==> src/rtl/tx_result_buffer.sv <==
// tx_result_buffer
//   Circular FIFO between the ALU result path and tx_uart. Results are queued
//   on a one-cycle push strobe and handed to the transmitter one byte per frame.
//   Each byte is presented on a stable register, with a one-cycle start pulse.
//
// Ports
//   i_clock         system clock
//   i_reset         synchronous, active-high reset
//   i_data          result byte to enqueue
//   i_push          one-cycle enqueue strobe
//   i_available_tx  tx_uart idle flag (high = transmitter idle)
//   o_data          registered byte presented to tx_uart
//   o_data_ready    one-cycle start pulse to tx_uart
//   o_empty/o_full  occupancy flags, combinational from the entry count
//   o_count         current occupancy (0..DEPTH)
//   o_overflow      sticky: a push was dropped because the FIFO was full
//   o_tx_error      sticky: tx_uart never went busy after an issue
//
// state     | meaning
// ----------+------------------------------------------------------------
// IDLE      | waiting for a queued byte and an idle transmitter
// ISSUE     | o_data loaded; start pulse driven for this single cycle
// WAIT_BUSY | waiting for tx_uart to drop its idle flag (bounded by timer)
// WAIT_DONE | frame in flight; waiting for tx_uart to become idle again
module tx_result_buffer #(
  parameter int DATA_BITS   = 8,
  parameter int DEPTH_LOG2  = 2,
  parameter int ACK_TIMEOUT = 1024
) (
  input  logic                  i_clock,
  input  logic                  i_reset,
  input  logic [DATA_BITS-1:0]  i_data,
  input  logic                  i_push,
  input  logic                  i_available_tx,
  output logic [DATA_BITS-1:0]  o_data,
  output logic                  o_data_ready,
  output logic                  o_empty,
  output logic                  o_full,
  output logic [DEPTH_LOG2:0]   o_count,
  output logic                  o_overflow,
  output logic                  o_tx_error
);

  localparam int DEPTH = 1 << DEPTH_LOG2;
  localparam int TMR_W = (ACK_TIMEOUT > 2) ? $clog2(ACK_TIMEOUT) : 1;
  localparam logic [TMR_W-1:0]      TMR_LOAD  = TMR_W'(ACK_TIMEOUT - 1);
  localparam logic [DEPTH_LOG2:0]   COUNT_MAX = (DEPTH_LOG2 + 1)'(DEPTH);

  typedef enum logic [1:0] {
    IDLE      = 2'd0,
    ISSUE     = 2'd1,
    WAIT_BUSY = 2'd2,
    WAIT_DONE = 2'd3
  } state_t;

  state_t                 state, state_nxt;
  logic [DATA_BITS-1:0]   mem [DEPTH];
  logic [DEPTH_LOG2-1:0]  wr_ptr, rd_ptr;
  logic [DEPTH_LOG2:0]    count;
  logic [TMR_W-1:0]       tmr;
  logic                   pop, push_ok, timeout;

  assign o_count = count;
  assign o_empty = (count == '0);
  assign o_full  = (count == COUNT_MAX);

  // A full FIFO still takes a push when the same edge frees a slot.
  assign push_ok = i_push && (!o_full || pop);

  always_comb begin
    state_nxt    = state;
    pop          = 1'b0;
    timeout      = 1'b0;
    o_data_ready = 1'b0;
    case (state)
      IDLE: begin
        if (!o_empty && i_available_tx) begin
          pop       = 1'b1;
          state_nxt = ISSUE;
        end
      end
      ISSUE: begin
        o_data_ready = 1'b1;
        state_nxt    = WAIT_BUSY;
      end
      WAIT_BUSY: begin
        if (!i_available_tx) begin
          state_nxt = WAIT_DONE;
        end else if (tmr == '0) begin
          // transmitter never accepted the byte; give up on it
          timeout   = 1'b1;
          state_nxt = IDLE;
        end
      end
      WAIT_DONE: begin
        if (i_available_tx) state_nxt = IDLE;
      end
      default: state_nxt = IDLE;
    endcase
  end

  always_ff @(posedge i_clock) begin
    if (i_reset) begin
      state      <= IDLE;
      wr_ptr     <= '0;
      rd_ptr     <= '0;
      count      <= '0;
      o_data     <= '0;
      o_overflow <= 1'b0;
      o_tx_error <= 1'b0;
      tmr        <= '0;
    end else begin
      state <= state_nxt;
      if (push_ok) wr_ptr <= wr_ptr + 1'b1;
      if (pop) begin
        rd_ptr <= rd_ptr + 1'b1;
        o_data <= mem[rd_ptr];
      end
      if (push_ok && !pop)      count <= count + 1'b1;
      else if (pop && !push_ok) count <= count - 1'b1;
      if (i_push && !push_ok) o_overflow <= 1'b1;
      if (timeout)            o_tx_error <= 1'b1;
      // down-counter: loaded while issuing, terminal count at zero
      if (state == ISSUE)                      tmr <= TMR_LOAD;
      else if (state == WAIT_BUSY && tmr != '0) tmr <= tmr - 1'b1;
    end
  end

  // storage carries no reset; contents are only read behind a valid count
  always_ff @(posedge i_clock) begin
    if (push_ok) mem[wr_ptr] <= i_data;
  end

endmodule

==> config.mk <==
export PLATFORM = sky130hd
export DESIGN_NAME = tx_result_buffer
export DESIGN_NICKNAME = d
export VERILOG_FILES = /design/src/rtl/tx_result_buffer.sv
export SDC_FILE = /design/constraint.sdc
export NUM_CORES = 1
export LEC_CHECK = 0
export BUFFER_PORTS_ARGS = -buffer_cell sky130_fd_sc_hd__buf_2
export CORE_UTILIZATION = 50
export DETAILED_ROUTE_END_ITERATION = 10
export GPL_ROUTABILITY_DRIVEN = 0
export GPL_TIMING_DRIVEN = 0
export HOLD_SLACK_MARGIN = 0.03
export PLACE_DENSITY = 0.72
export SLEW_MARGIN = 40
export SYNTH_ARGS = -nofsm -noshare
export SYNTH_HDL_FRONTEND = slang
export SYNTH_SLANG_ARGS = --single-unit
==> constraint.sdc <==
create_clock -name i_clock -period 2.6 [get_ports i_clock]
set_clock_uncertainty 0.05 [all_clocks]
set_input_delay 0.52 -clock i_clock [delete_from_list [all_inputs] [get_ports i_clock]]
set_output_delay 0.52 -clock i_clock [all_outputs]
set_load 0.02 [all_outputs]
==> results.toml, run 1 <==
[run_status]
status = "completed"

[clock_network]
clock-root-buffer = "clkbuf_8"
clk_pin_slew_ns = 0.06
cts_tree = "built"
hold_buffers = 0
cts_buffer_depth = 2
cts_setup_buffers = 0
htree_levels = 3
clock_latency_ns = 0.34
numCtsBuffers = 9
clock_sinks = 61

[sta]
clock.fmax_mhz = 404
hold_slack_ns = 0.344
fin_crit_ns = 2.47
max_slew_margin_pct = 59.8
hold_violations = 0
worstMarginPinSlew_ns = 0.603
rsz0062_at_grt = "false"
setup_viol = 0
drv_slew = 0
finalCritPeriodShare_pct = 95.2

[placement]
port_buffers = 27
post-dp-hpwl_mm = 3.21

[power]
switching_power_w = 0.00128
leakage_nw = 1.17
ir_worst_vdd_mv = 0.599
power.density_nw_per_um2 = 1180
pwr-share-seq_pct = 39.1
clockPowerShare_pct = 24.5
internal-power_w = 0.00235
switching_share_pct = 35.3
power_w = 0.00363
pwr-share-comb_pct = 36.4

[logic_synthesis]
syn_area_um2 = 2620
synthTopCellsByArea = "edfxtp_1 37%, dfxtp_1 22%, mux4_2 6.9%, ha_1 3.3%, a21oi_1 3.1%"
syn_area_per_cell_um2 = 12.6
syn_inst = 208
synth.top_cell.area_share_pct = 36.6
synthFlopType = "edfxtp_1"
synth.most_common_cell = "edfxtp_1"
ys_async_sr_fraction_pct = 0
ys_warn_count = 0
synth_nets = 228
synthTopCellsByCount = "32 x edfxtp_1, 29 x dfxtp_1, 20 x nand2_1"
ys_seq_elements = 61
synth_edf_count = 32
synth_cell_types = 48
synth.yosys.seq_area_share_pct = 58.8
synth_top_area_cell = "edfxtp_1"

[critical_path]
crit_required_ns = 2.81
worst-setup-path-type = "flop to flop"
crit_path_start_kind = "flop"
cp-startpoint = "o_count[2]$_SDFFE_PP0P_"
critPathCaptureType = "flop"
cp_data_arrival_time_ns = 2.69
crit_fanout = 10
r2r-start = "o_count[2]$_SDFFE_PP0P_"

[route]
drc = 0
drt_wl_total_mm = 4.70
detail_route.wl_per_cell_um = 14.8
viasPerCell = 5.38
firstDrtPassIters = 4
drtIter0Drc = 63
top_layer = "met4"
wl_met1_mm = 2.00
wl_met2_mm = 2.42
vias = 1711
drtAntennaViolNets = 0
route.met3.wl_um = 201

[grt]
grt_pass1_wl_mm = 7.62
grtUsageTotal_pct = 19.6
antenna_found_initial = 0
grt_start_max_net_pins = 11
overflow = 0
first_global_vias = 1645

[floorplanning]
ioPinCount = 28
die_area_um2 = 5540
fp-row-count = 25
coreArea_um2 = 4880
die_x_um = 74.4
die_y_um = 74.4
start_util_pct = 53.7

[layout]
fin_util_pct = 63.2
antenna_cells = 0
drive_gt1_share_pct = 27.5
layout.nets = 266
area_growth_pct = 17.6
fillers = 393

[job]
maxCapViolCount = 0

[hold_path]
hold_class = "input port to flop"
hp-start = "i_data[7]"
-- registers in the layout (all words and copies together) (netlist names) --
name / count
mem: 32
tmr: 10
o_data: 8
o_count: 3
rd_ptr: 2
state: 2
wr_ptr: 2
o_overflow: 1
o_tx_error: 1
-- power groups by stage --
| stage | registers, W | clock network, W | logic (W) |
|---|---|---|---|
| after global routing | 0.00145 | 0.000947 | 0.00147 |
| after global placement | 0.00143 | 0 | 0.00126 |
| after detailed placement | 0.00143 | 0 | 0.00129 |
| after CTS | 0.00142 | 0.000905 | 0.00131 |
| after floorplan | 0.00146 | 0 | 0.000938 |
| final | 0.00142 | 0.000889 | 0.00132 |
-- cell families (layout without fill, tap and decap cells) --
kind of cell	Yosys count	in the layout	synth area share [%]
flops	61	61	58.8
simple gates	58	58	13.0
compound gates	43	43	11.1
buf+inv	22	65	3.39
mux	10	10	7.63
fa+ha+maj	8	8	4.10
xor+xnor	6	6	2.00
-- layout by cell type, fill, tap and decap left out, types with 2 or more instances in the layout --
cell type	instances
a21oi_1	15
edfxtp_1	32
nand2_1	20
o31ai_1	2
buf_2	28
clkbuf_8	9
nor3b_2	2
nor2_1	13
xor2_1	4
a211oi_1	4
bufinv_16	2
buf_1	3
dfxtp_2	2
xnor2_1	2
o21ai_0	5
a21o_1	2
dfxtp_1	27
mux2i_1	2
nand2b_1	2
a31oi_1	4
ha_1	6
clkbuf_1	5
o211ai_1	2
inv_1	13
or4_1	2
and2_1	6
mux4_2	8
-- cell type report --
type	instances	area, µm²	share of cell area [%]
Sequential cell	61	1540	50.1
Tap cell	67	83.8	2.72
Inverter	14	60.1	1.95
Clock buffer	12	135	4.38
Clock inverter	4	72.6	2.35
Timing Repair Buffer	27	135	4.38
Buffer	8	42.5	1.38
Multi-Input combinational cell	125	1010	32.8
-- layer usage --
metal / up-vias / track usage [%]
li1: 845 / -
met1: 829 / 22.5
met2: 27 / 32.1
met3: 10 / 7.72
met4: 0 / 9.43
met5: - / 0
-- critical path, cell delays in order, from the launching register on --
cell and delay, ns:
dfxtp_2 0.34, or3_4 0.40, and2_1 0.17, buf_6 0.14
inv_8 0.08, ha_2 0.18, inv_1 0.05, fa_1 0.37
xor2_1 0.17, or3_1 0.32, a21oi_2 0.12
-- stage by stage --
stage / cells / instance area (µm²) / TNS, ns / worst slack, ns
3_5_place_dp: 302 / 2840 / -0.334 / -0.205
5_1_grt: 318 / 3080 / 0 / 0.0217
4_1_cts: 318 / 3060 / 0 / 0.00180
2_1_floorplan: 208 / 2620 / 0 / 0.0559
6_report: 318 / 3080 / 0 / 0.125
3_3_place_gp: 302 / 2840 / -0.269 / -0.176
-- timing repair --
action | 4_1_cts | 5_1_grt
pin swaps | 0 | 1
setup endpoints to repair | 1 | 1
resized for setup | 3 | 10
-- worst paths after layout --
check	end	slack [ns]	cells after the start
worst min register to register	o_data[1]$_SDFFE_PP0P_	0.40	2
worst min-delay path	mem[3][7]$_DFFE_PP_	0.34	1
worst max register to register	o_count[2]$_SDFFE_PP0P_	0.13	10
worst max-delay path	o_count[2]$_SDFFE_PP0P_	0.13	10
Note: power is estimated with default switching activity, not from simulation.
==> run 2: changes to the inputs <==
CTS_BUF_LIST = sky130_fd_sc_hd__clkbuf_4 sky130_fd_sc_hd__clkbuf_8   (was unset)
==> run 2 against run 1 <==
Against the previous run: register-to-register slack is essentially flat; final cell count stayed put; power grew 0.95%; non-clock buffer count is the same; largest power group unchanged; worst hold slack lost 0.0035 ns; global-route usage is the same; highest routed layer unchanged; cell area is 0.37% higher; flip-flop and latch count did not move; largest cell class unchanged; count of clock-buffer cells in the layout stayed put; setup slack gained 0.0012 ns.
==> results.toml, run 2 (same netlist as run 1, synthesis figures left out) <==
[critical_path]
critPathCaptureType = "flop"
rr_worst_depth = 10
cp_data_arrival_time_ns = 2.69
crit_fanout = 10
rrSetupSlack_ns = 0.13
crit_path_start_kind = "flop"
crit_required_ns = 2.82
r2r_end = "o_count[2]$_SDFFE_PP0P_"
r2r-start = "o_count[2]$_SDFFE_PP0P_"
worst-setup-path-type = "flop to flop"

[route]
vias = 1690
firstDrtPassIters = 4
drtAntennaViolNets = 0
drt_wl_total_mm = 4.71
viasPerCell = 5.31
detail_route.wl_per_cell_um = 14.8
drtIter0Drc = 64
drc = 0

[grt]
overflow = 0
first_global_vias = 1654
antenna_found_initial = 0
grtUsageTotal_pct = 19.6
grt_start_max_net_pins = 11
grt_pass1_wl_mm = 7.62

[layout]
antenna_cells = 0
area_growth_pct = 18.0
layout.nets = 266
largest_reg_flops = 32
fin_util_pct = 63.4
reg_top3 = "mem x32, tmr x10, o_data x8"
finalNonFillerCells = 318
layout_commonest_cell = "edfxtp_1"
final_cell_mix = "32 x edfxtp_1, 28 x buf_2, 27 x dfxtp_1"
regMostFlops = "mem"
drive_gt1_share_pct = 28.7
stdcell_area_um2 = 3090

[clock_network]
clk_pin_slew_ns = 0.06
cts_buffer_depth = 2
cts_tree = "built"
htree_levels = 3
clock-root-buffer = "clkbuf_8"
clock_sinks = 61
numCtsBuffers = 9
hold_buffers = 0
clock_latency_ns = 0.34

[power]
power.density_nw_per_um2 = 1190
power_w = 0.00367
ir_worst_vdd_mv = 0.565
leakage_nw = 1.18

[sta]
finalCritPeriodShare_pct = 95.1
clock.fmax_mhz = 404
setup_viol = 0
rsz0062_at_grt = "false"
layout_setup_ws_ns = 0.126
fin_crit_ns = 2.47
hold_violations = 0
max_slew_margin_pct = 60.1
drv_slew = 0
worstMarginPinSlew_ns = 0.598

[floorplanning]
ioPinCount = 28
fp-row-count = 25
die_area_um2 = 5540
start_util_pct = 53.7
die_x_um = 74.4
coreArea_um2 = 4880
die_y_um = 74.4

[hold_path]
worstHoldEndpoint = "mem[3][7]$_DFFE_PP_"
hold_class = "input port to flop"
hp-start = "i_data[7]"
min_path_cells = 1

[placement]
placed_cell_area_um2 = 2840
place_inst = 302
post-dp-hpwl_mm = 3.21
port_buffers = 27
place_ws_ns = -0.205

[run_status]
status = "completed"

[job]
maxCapViolCount = 0
[run 2: layout make-up]
class | instances | area [µm²]
plain buffers | 8 | 42.5
repair buffers | 27 | 135
clock inverters | 4 | 72.6
inverters | 14 | 60.1
well taps | 67 | 83.8
clock buffers | 12 | 146
flip-flops and latches | 61 | 1540
multi-input cells | 125 | 1010
fillers | 393 | 1790
[run 2: per-stage QoR]
step,hold slack [ns],TNS [ns]
3_5_place_dp,0.397,-0.334
2_1_floorplan,0.449,0
6_report,0.341,0
5_1_grt,0.329,0
3_3_place_gp,0.391,-0.269
4_1_cts,0.326,0
[run 2: worst max-delay path by stage]
stage	from	to	slack, ns	cells after the start
2_1_floorplan	o_count[0]$_SDFFE_PP0P_	o_count[2]$_SDFFE_PP0P_	0.06	10
3_3_place_gp	i_available_tx	o_count[2]$_SDFFE_PP0P_	-0.18	9
3_5_place_dp	i_available_tx	o_count[2]$_SDFFE_PP0P_	-0.20	9
4_1_cts	o_count[0]$_SDFFE_PP0P_	o_count[2]$_SDFFE_PP0P_	0.002	10
5_1_grt	o_count[2]$_SDFFE_PP0P_	o_count[2]$_SDFFE_PP0P_	0.02	10
6_report	o_count[2]$_SDFFE_PP0P_	o_count[2]$_SDFFE_PP0P_	0.13	10
[run 2: what timing repair did]
| action | in CTS | in global routing |
|---|---|---|
| gates cloned | 0 | 0 |
| pin swaps | 0 | 1 |
| endpoints found under the hold margin | 0 | 0 |
| gates resized for setup | 3 | 10 |
| setup buffers | 0 | 0 |
| endpoints found under the setup margin | 1 | 1 |
[run 2: where the power goes]
part           internal [W]  switching (W)
sequential          0.00123       0.000193
combinational      0.000584       0.000739
clock              0.000570       0.000353
[run 2: layer usage]
layer  GRT usage (%)  vias to the layer above  share of wire (%)
li1                -                      845                  -
met4            9.43                        0                1.7
met1            22.5                      814                 44
met3            7.72                       10                3.8
met2            32.1                       21                 51
met5               0                        -                  0
[run 2: critical path: stages, from the launching register on]
cell     delay (ns)
dfxtp_2        0.34
or3_4          0.40
and2_1         0.17
buf_6          0.14
inv_8          0.08
ha_2           0.18
inv_1          0.05
fa_1           0.37
xor2_1         0.17
or3_1          0.32
a21oi_2        0.12
